$ cat config.mk
export PLATFORM = sky130hd
export DESIGN_NAME = uart_rx_frame_parser
export DESIGN_NICKNAME = d
export VERILOG_FILES = /design/src/rtl/uart_rx_frame_parser.sv
export SDC_FILE = /design/constraint.sdc
export NUM_CORES = 1
export LEC_CHECK = 0
export BUFFER_PORTS_ARGS = -buffer_cell sky130_fd_sc_hd__clkbuf_2
export CORE_MARGIN = 5
export CORE_UTILIZATION = 35
export DETAILED_ROUTE_END_ITERATION = 10
export PLACE_DENSITY_LB_ADDON = 0.2
export SETUP_SLACK_MARGIN = 0.5
export SKIP_CTS_REPAIR_TIMING = 1
export SYNTH_ARGS = -nofsm -noshare
export SYNTH_HDL_FRONTEND = slang
export SYNTH_SLANG_ARGS = --single-unit
$ cat constraint.sdc
create_clock -name CLK -period 1.3 [get_ports CLK]
set_input_delay 0.26 -clock CLK [delete_from_list [all_inputs] [get_ports CLK]]
set_output_delay 0.26 -clock CLK [all_outputs]
set_load 0.01 [all_outputs]
$ cat src/rtl/uart_rx_frame_parser.sv
// UART receive frame parser: turns received bytes into register-file and ALU strobes.
// Optional inter-byte timeout abort is enabled by defining UART_FRAME_TIMEOUT_EN.
module uart_rx_frame_parser #(
    parameter int DATA_WIDTH     = 8,
    parameter int ADDR_WIDTH     = 4,
    parameter int FUN_WIDTH      = 4,
    parameter int TIMEOUT_CYCLES = 4096
) (
    input  logic                  CLK,
    input  logic                  RST,
    input  logic [DATA_WIDTH-1:0] RX_P_DATA,
    input  logic                  RX_D_VLD,
    input  logic                  RX_PAR_ERR,
    input  logic                  RX_STP_ERR,
    output logic                  RF_WrEn,
    output logic                  RF_RdEn,
    output logic [ADDR_WIDTH-1:0] RF_Address,
    output logic [DATA_WIDTH-1:0] RF_WrData,
    output logic                  ALU_EN,
    output logic [FUN_WIDTH-1:0]  ALU_FUN,
    output logic                  Frame_Busy,
    output logic                  Frame_Err
);

    typedef enum logic [2:0] {
        IDLE,
        WR_ADDR,
        WR_DATA,
        RD_ADDR,
        OPA,
        OPB,
        FUN
    } state_t;

    localparam logic [DATA_WIDTH-1:0] CMD_WR  = DATA_WIDTH'(8'hAA);
    localparam logic [DATA_WIDTH-1:0] CMD_RD  = DATA_WIDTH'(8'hBB);
    localparam logic [DATA_WIDTH-1:0] CMD_ALU = DATA_WIDTH'(8'hCC);
    localparam logic [DATA_WIDTH-1:0] CMD_FUN = DATA_WIDTH'(8'hDD);

    state_t                state, state_nx;
    logic                  wr_en_nx, rd_en_nx, alu_en_nx, err_nx;
    logic [ADDR_WIDTH-1:0] addr_nx;
    logic [DATA_WIDTH-1:0] data_nx;
    logic [FUN_WIDTH-1:0]  fun_nx;
    logic                  rx_err;
    logic                  timeout;

    assign rx_err = RX_PAR_ERR | RX_STP_ERR;

`ifdef UART_FRAME_TIMEOUT_EN
    localparam int CW = (TIMEOUT_CYCLES > 2) ? $clog2(TIMEOUT_CYCLES) : 1;
    localparam logic [CW-1:0] TO_LAST = CW'(TIMEOUT_CYCLES - 1);

    logic [CW-1:0] to_cnt;

    assign timeout = (state != IDLE) && !RX_D_VLD && (to_cnt == TO_LAST);

    always_ff @(posedge CLK or negedge RST) begin
        if (!RST) begin
            to_cnt <= '0;
        end else if (RX_D_VLD || state_nx == IDLE) begin
            to_cnt <= '0;
        end else if (to_cnt != TO_LAST) begin
            to_cnt <= to_cnt + 1'b1;
        end
    end
`else
    // Without the counter a partial frame waits forever.
    assign timeout = 1'b0 & (TIMEOUT_CYCLES == 0);
`endif

    always_ff @(posedge CLK or negedge RST) begin
        if (!RST) begin
            state <= IDLE;
        end else begin
            state <= state_nx;
        end
    end

    always_comb begin
        state_nx  = state;
        wr_en_nx  = 1'b0;
        rd_en_nx  = 1'b0;
        alu_en_nx = 1'b0;
        err_nx    = 1'b0;
        addr_nx   = RF_Address;
        data_nx   = RF_WrData;
        fun_nx    = ALU_FUN;
        if (rx_err || timeout) begin
            err_nx   = 1'b1;
            state_nx = IDLE;
        end else if (RX_D_VLD) begin
            unique case (state)
                IDLE: begin
                    if (RX_P_DATA == CMD_WR) begin
                        state_nx = WR_ADDR;
                    end else if (RX_P_DATA == CMD_RD) begin
                        state_nx = RD_ADDR;
                    end else if (RX_P_DATA == CMD_ALU) begin
                        state_nx = OPA;
                    end else if (RX_P_DATA == CMD_FUN) begin
                        state_nx = FUN;
                    end else begin
                        err_nx = 1'b1;
                    end
                end
                WR_ADDR: begin
                    addr_nx  = RX_P_DATA[ADDR_WIDTH-1:0];
                    state_nx = WR_DATA;
                end
                WR_DATA: begin
                    data_nx  = RX_P_DATA;
                    wr_en_nx = 1'b1;
                    state_nx = IDLE;
                end
                RD_ADDR: begin
                    addr_nx  = RX_P_DATA[ADDR_WIDTH-1:0];
                    rd_en_nx = 1'b1;
                    state_nx = IDLE;
                end
                OPA: begin
                    addr_nx  = '0;
                    data_nx  = RX_P_DATA;
                    wr_en_nx = 1'b1;
                    state_nx = OPB;
                end
                OPB: begin
                    addr_nx  = ADDR_WIDTH'(1);
                    data_nx  = RX_P_DATA;
                    wr_en_nx = 1'b1;
                    state_nx = FUN;
                end
                FUN: begin
                    fun_nx    = RX_P_DATA[FUN_WIDTH-1:0];
                    alu_en_nx = 1'b1;
                    state_nx  = IDLE;
                end
                default: begin
                    state_nx = IDLE;
                end
            endcase
        end
    end

    always_ff @(posedge CLK or negedge RST) begin
        if (!RST) begin
            RF_WrEn    <= 1'b0;
            RF_RdEn    <= 1'b0;
            ALU_EN     <= 1'b0;
            Frame_Err  <= 1'b0;
            RF_Address <= '0;
            RF_WrData  <= '0;
            ALU_FUN    <= '0;
        end else begin
            RF_WrEn    <= wr_en_nx;
            RF_RdEn    <= rd_en_nx;
            ALU_EN     <= alu_en_nx;
            Frame_Err  <= err_nx;
            RF_Address <= addr_nx;
            RF_WrData  <= data_nx;
            ALU_FUN    <= fun_nx;
        end
    end

    assign Frame_Busy = (state != IDLE);

endmodule

== After elaboration in Yosys (flattened, before gate mapping) ==
Cells that the tools add are included.

* Register bits after elaboration: 23
* Input bits: 13
* Output and inout port bits: 21

* Eq/ne operators: 11
* Mux-type cells: 24
* Bitwise gates (word level): 2
* Reduce and logical (&&, ||, !) cells: 10

{| class="wikitable"
|+ Operators with widths
! operator !! count
|-
| 8-bit == test (second input constant) || 4
|-
| 3-bit two-way mux || 6
|-
| 1-bit two-way mux || 16
|-
| 3-bit one-hot mux with 4 select lines || 1
|-
| 4-bit one-hot mux with 3 select lines || 1
|-
| 3-bit == test (second input constant) || 3
|-
| 3-bit AND reduction || 3
|-
| 3-bit by 2-bit == test with 1-bit output (second input constant) || 2
|-
| 6-bit inequality test (second input constant) || 1
|-
| 3-bit nonzero test || 2
|-
| 3-bit by 1-bit == test with 1-bit output (second input constant) || 1
|-
| 3-bit logical NOT || 1
|-
| 3-bit OR reduction || 1
|-
| 2-bit AND reduction || 1
|-
| 2-bit nonzero test || 1
|-
| 2-bit OR reduction || 1
|-
| 1-bit NOT || 1
|-
| 1-bit bitwise OR || 1
|}

== Longest topological paths before layout ==
Gate-level depths: netlist (run 1).

* Word-level depth: 8
* Gate-level depth with buffers: 5

== Worst setup path before layout (run 1) ==
OpenSTA, ideal clock, no wires.

* Path kind: reg2reg
* Start: register state[1]
* End: register RF_WrData[0]
* Arrival time: 1261 ps
* Slack: -86 ps
* Cell stages (with the launch flop): 4
* Cells stage by stage: dfrtp_1 -> nor3b_2 -> o21ai_4 -> mux2_4

* Word-level cells in the longest chain between the ends: 3
* Elaborated cells between the ends (all ways): 5
* Classes of those cells: 3 x eq/ne; 2 x reduce/logical

{| class="wikitable"
|+ Ends and longest elaborated chain
! element !! RTL line !! source
|-
| start: declaration || 40 || <nowiki>state_t state, state_nx;</nowiki>
|-
| start signal: assignment || 76 || <nowiki>state <= state_nx;</nowiki>
|-
| 3-bit == test / 3-bit by 2-bit == test with 1-bit output (equally long branches) || 93 || <nowiki>unique case (state)</nowiki>
|-
| 3-bit OR reduction (no source line) (*) || - ||
|-
| 3-bit AND reduction (no source line) (*) || - ||
|-
| end signal: assignment || 160 || <nowiki>RF_WrData <= data_nx;</nowiki>
|-
| end: declaration || 18 || <nowiki>output logic [DATA_WIDTH-1:0] RF_WrData,</nowiki>
|}

Every way passes the cells marked *; elsewhere a longest branch is shown, timed or not.
A chain may end at the register's enable or synchronous reset.

== Final worst setup path (run 1) ==
* Start: register state[1]
* End: output Frame_Busy

* Word-level cells in the longest chain between the ends: 1

{| class="wikitable"
|+ Ends and longest elaborated chain
! element !! RTL line !! source
|-
| 3-bit nonzero test || 165 || <nowiki>assign Frame_Busy = (state != IDLE);</nowiki>
|-
| end: declaration || 21 || <nowiki>output logic Frame_Busy,</nowiki>
|}

Every way passes these cells.

==> results of run 1 <==
## cells by family (layout without fill, tap and decap cells)
| kind of cell | count (synthesis) | count (layout) | share of synthesized area, % |
|---|---|---|---|
| AND/OR/NAND/NOR | 28 | 28 | 18.65 |
| flip-flops | 23 | 23 | 51.69 |
| XOR/XNOR | 1 | 1 | 0.7867 |
| AO/OA/AOI/OAI | 18 | 18 | 12.58 |
| multiplexers | 12 | 12 | 14.83 |
| buffers and inverters | 4 | 77 | 1.460 |
## worst min-delay path by stage
stage	end	slack, ns	start
floorplan	ALU_EN	-0.04	RST
global placement	RF_Address[1]	0.28	RST
detailed placement	RF_Address[1]	0.29	RST
CTS	RF_Address[1]	-0.08	RST
global route	RF_WrData[2]	-0.07	RST
finish	RF_Address[1]	-0.10	RST
## flip-flops by register name, indices dropped and copies added, names as in the netlist
register    cells
ALU_EN          1
RF_RdEn         1
state           3
RF_WrEn         1
Frame_Err       1
RF_Address      4
RF_WrData       8
ALU_FUN         4
## worst max-delay path: cells and delay by family (launching register included)
kind | cells | cell delay (ns)
flip-flops | 1 | 0.49
buffers and inverters | 3 | 0.27
AND/OR/NAND/NOR | 1 | 0.25
## through the flow
stage                     area, um2  utilization, %
after floorplan                1125               -
after global placement         1524           49.92
after detailed placement       1524           49.92
after CTS                      1554           50.90
after global routing           1772           58.03
final                          1772           58.03
## final cells by class
class	count	area (um2)	share of cell area, %
Multi-Input combinational cell	59	598.1	33.76
Tap cell	44	55.05	3.107
Clock buffer	3	22.52	1.271
Inverter	2	7.507	0.4237
Timing Repair Buffer	71	501.7	28.32
Clock inverter	1	7.507	0.4237
Sequential cell	23	579.3	32.70
## synthesized netlist by cell type
library cell	n
nor3_4	1
nor4b_2	1
clkbuf_1	1
a21o_1	1
nor4b_1	1
nor3_1	2
o2111ai_1	2
a41oi_1	1
buf_2	1
inv_1	2
mux2_4	8
a31oi_1	4
o21ai_4	1
mux2_2	4
xnor2_1	1
nor2b_1	4
nor3_2	1
and4bb_2	1
and4bb_1	1
nand2_1	8
dfrtp_1	23
a2111oi_2	1
nor3b_2	1
nor2_1	3
nor3b_4	1
and4b_2	1
o21ai_0	3
a21oi_1	2
nand3_1	1
a22o_1	2
and4_1	1
a21boi_0	1
## placed cells by master, fill, tap and decap left out, drive strengths merged
cell,instances
nand2,8
nand3,1
xnor2,1
o2111ai,2
a22o,2
mux2,12
nor3b,2
and4bb,2
a21o,1
and4b,1
a41oi,1
nor3,4
buf,58
nor4b,2
nor2b,4
a21oi,2
a31oi,4
inv,2
a2111oi,1
a21boi,1
nor2,3
clkbuf,16
clkinvlp,1
o21ai,4
dfrtp,23
and4,1
## layer usage
layer / global-route usage [%] / wire [um]
met3: 2.891 / 141
met4: 5.330 / 31
met1: 18.26 / 1249
met5: 0 / 0
met2: 22.80 / 1512
## power by group through the flow
| stage | clock network [mW] | logic [mW] | registers (mW) |
|---|---|---|---|
| 2_1_floorplan | 0 | 0.0336 | 0.745 |
| 3_3_place_gp | 0 | 0.129 | 0.741 |
| 3_5_place_dp | 0 | 0.132 | 0.741 |
| 4_1_cts | 0.375 | 0.133 | 0.728 |
| 5_1_grt | 0.415 | 0.159 | 0.729 |
| 6_report | 0.367 | 0.144 | 0.727 |
==> impl_metrics.yaml, run 1 <==
sta:
  fin_ws_ns: -0.2993
  tightest_slew_ns: 0.5830
  fin_crit_sh_pct: 123.0
  max_clock_freq_mhz: 625.3
  setup_viol_count_final: 17
  final.min_clock_period_ns: 1.599
  rsz0062_at_grt: "yes"
  hold-worst-slack_ns: -0.1015
  max-slew-margin-rel_pct: 61.13
  fin_setup_tns_ns: -2.733
  hold_violations: 23
  clock-skew-final_ns: 0.002254
  drv_slew: 0
floorplan:
  num_rows: 20
  ioPinCount: 34
  die_y_um: 66.41
  die_area_mm2: 0.004410
  coreArea_mm2: 0.003053
  dieWidth_um: 66.41
  initial_utilization_pct: 36.48
routing:
  num_vias: 978
  wl_um: 2934
  route.detailed.drc: 0
  routedWlPerCell_um: 14.45
  ant_nets: 0
  via_per_inst: 4.818
  drtPass1Iterations: 4
  drtIter0Drc: 20
clock_network:
  h-tree-depth: 1
  clock_latency_ns: 0.33
  cts_made_buffers: 3
  clk_pin_slew_ns: 0.14
  cts.sinks: 23
  cts_tree: "built"
  clk_path_buf_depth: 2
  root_buffer: "clkbuf_4"
placed_design:
  pre_cts_slack_ns: -0.1859
  dp_hpwl_um: 2007
  placedCellCount: 183
  io_buffers: 33
  routabilityCongestion: 0.8599
power:
  power.density_mw_per_mm2: 698.9
  intPower_mw: 0.9115
  p_sw_mw: 0.3267
  p_leak_nw: 0.9294
  peakVddDrop_mv: 0.4747
  combPwrFrac_pct: 11.6
  seqPwrFrac_pct: 58.7
  switching_share_pct: 26.39
  pwr-share-clk_pct: 29.6
  fin_total_pwr_mw: 1.238
run_status:
  violations: "negative hold slack, negative setup slack"
  outcome: "complete, but fails checks"
synthesis:
  yosysWarnings: 0
  yosysTopAreaCell: "dfrtp_1"
  synth_cells: 86
  synth_area_leaders: "dfrtp_1, mux2_4, mux2_2"
  synth-seq-area-share_pct: 51.69
  synth_nets: 99
  syn_avg_cell_area_um2: 12.95
  syn_area_mm2: 0.001114
  synth.distinct_cells: 32
  yosysTopAreaCellShare_pct: 51.69
  ys_ff_latch: 23
final_layout:
  areaGrowthSynthToFinish_pct: 59.10
  diodes: 0
  fin_cells: 203
  nets: 173
  fill_cells: 271
  layout-drive-gt1-share_pct: 67.30
grt:
  grt_max_degree: 24
  grt_overflow: 0
  grt_pass1_wl_um: 4726
  grt_pass1_vias: 975
  grt_util_all_layers_pct: 14.07
  grt_antenna_before_repair: 0
critical_path:
  cp_slowest_cell: "dfrtp_2"
  r2r-end: "ALU_FUN[2]"
  rr_worst_depth: 6
  cp.required_ns: 1.04
  worstPathMaxFanout: 5
  cp-endpoint: "Frame_Busy"
  crit_chain: "nor3_4, buf_6, inv_1, clkbuf_2"
  worst_path_largest_cell_delay_ns: 0.49
  startpoint: "state[1]"
  end_kind: "output port"
  critical_path_arrival_ns: 1.34
  r2r-start: "state[1]"
  cp-start-kind: "flop"
  critPathKind: "reg2out"
  reg2reg_slack_ns: -0.20
hold_path:
  min_path_type: "in2async"
flow_run:
  drv_cap: 0
No activity file was read; power rests on OpenSTA's default activity.
==> inputs of run 2 (changes only) <==
--- a/config.mk
+++ b/config.mk
@@ -10,6 +10,7 @@
 export CORE_UTILIZATION = 35
 export DETAILED_ROUTE_END_ITERATION = 10
 export PLACE_DENSITY_LB_ADDON = 0.2
+export RECOVER_POWER = 100
 export SETUP_SLACK_MARGIN = 0.5
 export SKIP_CTS_REPAIR_TIMING = 1
 export SYNTH_ARGS = -nofsm -noshare
==> run 2 against run 1 <==
Net effect:
- the run ends with negative setup slack left
- via count stayed put
- worst setup slack stayed put
- sequential power barely moved
- clock skew unchanged
- maximum frequency unchanged
- register-to-register slack about the same
- global-route usage is the same
- critical path type unchanged
- critical endpoint unchanged
- largest cell class unchanged
- highest routed layer unchanged
==> impl_metrics.yaml, run 2 (same netlist as run 1, synthesis figures left out) <==
clock_network:
  clk_path_buf_depth: 2
  clk_pin_slew_ns: 0.14
  clock_latency_ns: 0.33
  root_buffer: "clkbuf_4"
  h-tree-depth: 1
  cts_tree: "built"
  cts.sinks: 23
  cts_made_buffers: 3
critical_path:
  critPathKind: "reg2out"
  cp-start-kind: "flop"
  critical_path_arrival_ns: 1.34
  rr_worst_depth: 6
  r2r-start: "state[1]"
  reg2reg_slack_ns: -0.20
  cp.required_ns: 1.04
  end_kind: "output port"
  worstPathMaxFanout: 5
  r2r-end: "ALU_FUN[2]"
grt:
  grt_pass1_wl_um: 4726
  grt_util_all_layers_pct: 14.07
  grt_antenna_before_repair: 0
  grt_max_degree: 24
  grt_pass1_vias: 975
  grt_overflow: 0
floorplan:
  coreArea_mm2: 0.003053
  die_y_um: 66.41
  num_rows: 20
  dieWidth_um: 66.41
  ioPinCount: 34
  die_area_mm2: 0.004410
  initial_utilization_pct: 36.48
final_layout:
  diodes: 0
  final_common_cell: "buf_4"
  largest-register: "RF_WrData"
  areaGrowthSynthToFinish_pct: 58.99
  layout-drive-gt1-share_pct: 66.67
  fill_cells: 272
  nets: 173
  top_regs: "RF_WrData: 8 flops, ALU_FUN: 4 flops, RF_Address: 4 flops"
  finalInstanceArea_mm2: 0.001770
  largest_reg_flops: 8
  final_cell_mix: "buf_4, dfrtp_1, buf_2, mux2_4, clkbuf_2"
routing:
  drtIter0Drc: 20
  num_vias: 978
  wl_um: 2932
  routedWlPerCell_um: 14.44
  route.detailed.drc: 0
  ant_nets: 0
  via_per_inst: 4.818
  drtPass1Iterations: 4
sta:
  hold_violations: 0
  clock-skew-final_ns: 0.002254
  hold-worst-slack_ns: 0.1561
  max-slew-margin-rel_pct: 17.28
  max_clock_freq_mhz: 625.3
  rsz0062_at_grt: "yes"
  tightest_slew_ns: 1.241
  fin_ws_ns: -0.2993
  fin_crit_sh_pct: 123.0
  setup_viol_count_final: 17
  drv_slew: 0
  final.min_clock_period_ns: 1.599
power:
  power.density_mw_per_mm2: 699.1
  peakVddDrop_mv: 0.4747
  p_leak_nw: 0.9265
placed_design:
  dpl_cell_area_mm2: 0.001524
  dp_hpwl_um: 2007
  routabilityCongestion: 0.8599
  io_buffers: 33
run_status:
  outcome: "complete, but fails checks"
  violations: "negative setup slack"
hold_path:
  min_path_type: "in2async"
flow_run:
  drv_cap: 0
run 2: how the worst max path moves through the flow:
stage | slack (ns) | from | cells after the start | endpoint
2_1_floorplan | -0.08 | state[1] | 3 | RF_WrData[0]
3_3_place_gp | -0.18 | RX_STP_ERR | 5 | ALU_FUN[1]
3_5_place_dp | -0.19 | RX_STP_ERR | 5 | ALU_FUN[0]
4_1_cts | -0.41 | state[2] | 5 | Frame_Busy
5_1_grt | -0.38 | state[2] | 5 | Frame_Busy
6_report | -0.30 | state[1] | 4 | Frame_Busy
run 2: stage by stage:
stage                     utilization [%]  power [mW]  setup WS, ns  setup TNS, ns  std cells
final                               57.99       1.238       -0.2993         -2.733        203
after global routing                57.99       1.303       -0.3751         -3.690        203
after CTS                           50.90       1.236       -0.4071         -2.035        187
after detailed placement            49.92      0.8734       -0.1859         -1.681        183
after global placement              49.92      0.8700       -0.1803         -1.678        183
after floorplan                         -      0.7784      -0.07814        -0.6251         86
run 2: final cells by class:
type	count	area [um2]	area share, %
timing repair buffer	71	500.5	28.27
clock buffer	3	22.52	1.272
inverter	2	7.507	0.4240
clock inverter	1	7.507	0.4240
sequential	23	579.3	32.72
tap	44	55.05	3.110
multi-input combinational	59	598.1	33.78
run 2: metal layers:
layer | vias to the layer above | share of wire, % | global-route usage, %
li1 | 468 | - | -
met1 | 482 | 42 | 18.26
met2 | 24 | 52 | 22.80
met3 | 4 | 4.8 | 2.891
met4 | 0 | 1.1 | 5.330
met5 | - | 0 | 0
run 2: report_power, final:
| part | internal (mW) | switching [mW] | total [mW] | leakage (nW) |
|---|---|---|---|---|
| clock network | 0.118 | 0.249 | 0.367 | 0.0139 |
| logic | 0.0698 | 0.0735 | 0.143 | 0.617 |
| registers | 0.723 | 0.00393 | 0.727 | 0.295 |
| total | 0.911 | 0.327 | 1.24 | 0.926 |
run 2: worst max-delay path: stages, from the launching register on:
cell      delay [ns]
dfrtp_2         0.49
nor3_4          0.25
buf_6           0.13
inv_1           0.03
clkbuf_2        0.11
